### config.mk
export PLATFORM = sky130hd
export DESIGN_NAME = if_unit
export DESIGN_NICKNAME = d
export VERILOG_FILES = /design/src/rtl/cpu_pkg.sv /design/src/rtl/if_id_reg.sv /design/src/rtl/if_unit.sv
export SDC_FILE = /design/constraint.sdc
export NUM_CORES = 1
export LEC_CHECK = 0
export BUFFER_PORTS_ARGS = -buffer_cell sky130_fd_sc_hd__clkbuf_2
export CORE_MARGIN = 2
export CORE_UTILIZATION = 42
export DETAILED_ROUTE_END_ITERATION = 10
export GPL_ROUTABILITY_DRIVEN = 0
export PLACE_DENSITY = 0.75
export SLEW_MARGIN = 30
export SYNTH_ARGS = -nofsm -noshare
export SYNTH_HDL_FRONTEND = slang
export SYNTH_HIERARCHICAL = 1
export SYNTH_SLANG_ARGS = --single-unit
### constraint.sdc
create_clock -name clk -period 2.4 [get_ports clk]
set_clock_uncertainty 0.15 [all_clocks]
set_input_delay 0.12 -clock clk [delete_from_list [all_inputs] [get_ports clk]]
set_output_delay 0.12 -clock clk [all_outputs]
set_load 0.01 [all_outputs]
### src/rtl/cpu_pkg.sv
// Shared CPU pipeline types: datapath width, NOP encoding, fetch FSM states, IF/ID bundle.
// No logic; the IF unit and the ID unit both import it.
// Used by the IF unit and by the ID unit.
package cpu_pkg;

  localparam int XLEN = 32;
  localparam logic [XLEN-1:0] NOP_INSTR        = 32'h0000_0000;
  localparam logic [XLEN-1:0] DEFAULT_RESET_PC = 32'h0000_0000;

  // FILL: the ROM output does not yet correspond to a requested address.
  // RUN:  imem_rdata is the instruction at the address requested last cycle.
  typedef enum logic {
    FILL = 1'b0,
    RUN  = 1'b1
  } fetch_state_e;

  // Contents of the IF/ID pipeline register.
  typedef struct packed {
    logic            valid;
    logic [XLEN-1:0] instr;
    logic [XLEN-1:0] pc;
    logic [XLEN-1:0] pc4;
  } if_id_t;

endpackage

### src/rtl/if_id_reg.sv
// IF/ID pipeline register with flush, load and hold controls.
// Flush clears only valid/instr; pc/pc4 keep their last values.
// Flush has priority over load; with neither asserted the register holds.
module if_id_reg
  import cpu_pkg::*;
(
  input  logic   clk,
  input  logic   rst,
  input  logic   load,
  input  logic   flush,
  input  if_id_t d,
  output if_id_t q
);

  if_id_t q_q;

  // Register update: async clear, then flush > load > hold.
  always_ff @(posedge clk or negedge rst) begin
    if (!rst) begin
      q_q <= '0;
    end else if (flush) begin
      q_q.valid <= 1'b0;
      q_q.instr <= NOP_INSTR;
    end else if (load) begin
      q_q <= d;
    end
  end

  assign q = q_q;

endmodule

### src/rtl/if_unit.sv
// Instruction fetch: owns the PC, drives a 1-cycle synchronous ROM, loads IF/ID.
// Latency: first valid IF/ID 2 edges after reset release; a redirect costs 2 bubbles.
// Stall holds everything and replays the held ROM address; redirect overrides stall.
module if_unit
  import cpu_pkg::*;
#(
  parameter logic [31:0] RESET_PC = DEFAULT_RESET_PC,
  parameter int          IMEM_AW  = 10
) (
  input  logic               clk,
  input  logic               rst,
  input  logic               stall,
  input  logic               redirect_valid,
  input  logic [31:0]        redirect_pc,
  output logic [IMEM_AW-1:0] imem_addr,
  input  logic [31:0]        imem_rdata,
  output logic               if_id_valid,
  output logic [31:0]        if_id_instr,
  output logic [31:0]        if_id_pc,
  output logic [31:0]        if_id_pc4,
  output logic [31:0]        fetch_count
);

  logic [31:0]  pc_q, pc_d;
  logic [31:0]  resp_pc_q, resp_pc_d;
  logic [31:0]  fetch_count_q, fetch_count_d;
  fetch_state_e state_q, state_d;

  logic   ifid_load;
  logic   ifid_flush;
  if_id_t ifid_d;
  if_id_t ifid_q;

  // Target bytes are word aligned; the low bits carry no information.
  logic redirect_lsb_unused;
  assign redirect_lsb_unused = ^redirect_pc[1:0];

  // During a plain stall re-request the held address so the ROM output
  // still matches resp_pc_q when the stall releases.
  always_comb begin
    if (stall && !redirect_valid) begin
      imem_addr = resp_pc_q[IMEM_AW+1:2];
    end else begin
      imem_addr = pc_q[IMEM_AW+1:2];
    end
  end

  // Next-state and IF/ID control: redirect > stall > normal advance.
  always_comb begin
    pc_d          = pc_q;
    resp_pc_d     = resp_pc_q;
    state_d       = state_q;
    fetch_count_d = fetch_count_q;
    ifid_load     = 1'b0;
    ifid_flush    = 1'b0;
    ifid_d.valid  = 1'b1;
    ifid_d.instr  = imem_rdata;
    ifid_d.pc     = resp_pc_q;
    ifid_d.pc4    = resp_pc_q + 32'd4;

    if (redirect_valid) begin
      pc_d       = {redirect_pc[31:2], 2'b00};
      state_d    = FILL;
      ifid_flush = 1'b1;
    end else if (!stall) begin
      resp_pc_d = pc_q;
      pc_d      = pc_q + 32'd4;
      state_d   = RUN;
      if (state_q == RUN) begin
        ifid_load     = 1'b1;
        fetch_count_d = fetch_count_q + 32'd1;
      end else begin
        ifid_flush = 1'b1;
      end
    end
  end

  // PC, response PC, fetch FSM and instruction counter registers.
  always_ff @(posedge clk or negedge rst) begin
    if (!rst) begin
      pc_q          <= RESET_PC;
      resp_pc_q     <= RESET_PC;
      state_q       <= FILL;
      fetch_count_q <= '0;
    end else begin
      pc_q          <= pc_d;
      resp_pc_q     <= resp_pc_d;
      state_q       <= state_d;
      fetch_count_q <= fetch_count_d;
    end
  end

  if_id_reg u_if_id_reg (
    .clk   (clk),
    .rst   (rst),
    .load  (ifid_load),
    .flush (ifid_flush),
    .d     (ifid_d),
    .q     (ifid_q)
  );

  assign if_id_valid = ifid_q.valid;
  assign if_id_instr = ifid_q.instr;
  assign if_id_pc    = ifid_q.pc;
  assign if_id_pc4   = ifid_q.pc4;
  assign fetch_count = fetch_count_q;

endmodule
==> flow_summary.json <==
{
  "ant_nets": 0,
  "drc": 0,
  "tns_ps": 0,
  "num_vias": 6726,
  "grt_setup_unrepaired": "false",
  "clkSinkCount": 190,
  "power_leakage_nw": 5.41,
  "start_util_pct": 43.0,
  "std_cell_rows": 53,
  "async_flop_share_pct": 100,
  "synth.area.mux_share_pct": 18.6,
  "synth_compound_area_share_pct": 3.38,
  "synthSimpleGateAreaFrac_pct": 15.2,
  "drv_slew": 0,
  "synth_adder_area_share_pct": 0.412,
  "grt_usage_pct": 20.1,
  "gr-total-overflow": 0,
  "end_kind": "output pin",
  "die_h_um": 151,
  "post_drt_wl_per_cell_um": 17.1,
  "place_area_mm2": 0.0105,
  "finalWirelength_um": 22400,
  "powerDensity_mw_per_mm2": 768,
  "synth_top_family_by_area": "multiplexers",
  "crit_type": "in -> out",
  "diodes": 0,
  "maxCapViolCount": 0,
  "crit_path_start": "redirect_valid",
  "core_area_mm2": 0.0212,
  "ios": 207,
  "cp-endpoint": "imem_addr[1]",
  "period_needed_ps": 2230,
  "numPortBuffers": 204,
  "antenna_found_initial": 0,
  "dieWidth_um": 151,
  "grt_max_degree": 67,
  "drtPass1Iterations": 4,
  "hold_ws_ps": 76.1,
  "area_growth_syn_to_layout_pct": 28.1,
  "worstHoldPathType": "in -> async",
  "synth_xor_xnor_area_share_pct": 6.83,
  "synth_seq_cells": 190,
  "cts_tree": "built",
  "fmax_mhz": 448,
  "synth_area_mm2": 0.00910,
  "die_area_mm2": 0.0229,
  "cp.arrival_ps": 1960,
  "cts_setup_buffers": 0,
  "worstReg2RegEnd": "u_if_id_reg/q[23]$_DFFE_PN0P_",
  "hold_viol": 0,
  "clkSlewWorstSetupHoldPaths_ps": 70,
  "hpwl_um": 15400,
  "clk_root_buffer_cell": "clkbuf_16",
  "min_period_over_period_pct": 93.0,
  "reg2regPathDepth": 5,
  "clockBufferDepth": 2,
  "setup_viol": 0,
  "finalNetCount": 1095,
  "grt_pass1_wl_um": 35500,
  "rr_startpoint": "resp_pc_q[5]$_DFFE_PN0P_",
  "outcome": "complete, no violations",
  "drive_gt1_share_pct": 35.2,
  "synth-edff-count": 0,
  "crit_required_ps": 2130,
  "worst_pin_slew_ps": 609,
  "yosysWarnings": 6,
  "synthCells": 747,
  "slew_headroom_pct": 59.1,
  "ir_drop_uv": 516,
  "vias_per_cell": 5.13,
  "synth_area_per_cell_um2": 12.2,
  "yosysSeqAreaShare_pct": 52.2,
  "final_area_mm2": 0.0117,
  "clkLatencyLatePin_ps": 440,
  "drt_iter0_drc": 290,
  "numCtsBuffers": 17,
  "ys_dominant_reg_cell": "dfrtp_1",
  "reg2reg_setup_slack_ps": 230,
  "synthDistinctLibCells": 42,
  "cts_htree_levels": 4,
  "cp_max_fo": 29,
  "cp-start-kind": "primary input",
  "grt_pass1_vias": 6763
}
-- cells in the final DEF (no fill, tap or decap), types with 5 or more instances in the layout --
master,instances
nand3_1,34
mux2_2,40
nand4_1,31
xor2_1,30
nand2_1,50
and2_1,7
nor2_1,54
nor3_1,10
mux2_4,60
o21ai_0,20
inv_1,6
dfrtp_1,190
or4_1,16
o31ai_1,10
clkbuf_2,203
buf_12,6
clkbuf_16,17
xnor2_1,41
buf_4,17
and4_1,13
a31oi_1,12
conb_1,5
mux2i_1,34
dlygate4sd3_1,65
and3_1,17
-- kinds of logic after synthesis --
| group | count (synthesis) |
|---|---|
| and+or+nand+nor | 254 |
| other | 2 |
| DFF | 190 |
| adders and majority gates | 3 |
| buffers and inverters | 43 |
| xor gates and xnor gates | 71 |
| AOI/OAI and AO/OA | 50 |
| muxes | 134 |
-- final cells by class --
cell class              count  area, um2
flip-flops and latches    190       4750
multi-input cells         517       4070
inverters                   6       22.5
clock inverters             9       88.8
fillers                  1759       9490
clock buffers              21        450
well taps                 275        344
repair buffers            292       1930
-- sequential cells by signal, indices dropped and copies added, names as in the netlist --
| signal | flops |
|---|---|
| fetch_count | 32 |
| pc_q | 30 |
| resp_pc_q | 30 |
| state_q | 1 |
| u_if_id_reg/q | 97 |
-- worst max-delay path, stage by stage --
cell,delay (ps)
dlygate4sd3_1,550
clkbuf_2,160
inv_1,100
buf_4,300
nand2_2,240
mux2_2,340
clkbuf_2,150
-- layer usage --
layer | vias up | global-route usage [%] | part of all wire [%]
met5 | - | 0 | 0
met1 | 3251 | 25.9 | 43
met3 | 56 | 5.18 | 5.1
li1 | 3217 | - | -
met4 | 0 | 10.1 | 3.9
met2 | 202 | 31.5 | 47
-- metrics by stage --
stage | worst slack (ps) | power (mW) | util [%] | std cells
floorplan | 371 | 5.37 | - | 750
global placement | 272 | 6.22 | 49.5 | 1215
detailed placement | 261 | 6.29 | 49.5 | 1215
CTS | 25.1 | 9.05 | 55.1 | 1310
global route | 79.7 | 9.41 | 55.1 | 1310
finish | 169 | 8.96 | 55.1 | 1310
-- cells in the mapped netlist (all sizes together) (4+ instances only) --
master	number	share of area, %
a31oi	12	0.82
and2	7	0.48
and3	18	1.3
and4	13	1.3
buf	17	2.2
clkbuf	20	0.82
dfrtp	190	52
inv	6	0.25
mux2	100	15
mux2i	34	3.7
nand2	51	2.1
nand3	34	1.9
nand4	32	2.4
nor2	55	2.3
nor3	10	0.55
nor4	5	0.41
o211ai	4	0.33
o21ai	21	1.2
o31ai	10	0.82
or4	16	1.3
xnor2	41	3.9
xor2	30	2.9
-- power by group --
group / total [mW] / internal [mW] / switching, mW
sequential: 4.29 / 3.76 / 0.534
clock: 2.63 / 1.45 / 1.19
combinational: 2.03 / 1.14 / 0.889
total: 8.96 / 6.35 / 2.61
-- worst min path at each step --
| stage | startpoint | endpoint | slack (ps) | cells past startpoint |
|---|---|---|---|---|
| finish | rst | fetch_count[9]$_DFFE_PN0P_ | 80 | 2 |
| global route | rst | fetch_count[9]$_DFFE_PN0P_ | 130 | 2 |
| CTS | rst | fetch_count[15]$_DFFE_PN0P_ | 90 | 2 |
| detailed placement | rst | fetch_count[15]$_DFFE_PN0P_ | 10 | 1 |
| global placement | rst | fetch_count[15]$_DFFE_PN0P_ | 20 | 1 |
| floorplan | rst | fetch_count[0]$_DFFE_PN0P_ | -330 | 0 |
-- timing repair --
action                     in CTS  in global routing
hold endpoints to repair      198                  0
setup endpoints to repair       0                  9
hold buffers                   65                  0
resized for setup               0                  1
(Power assumes the default switching activity.)
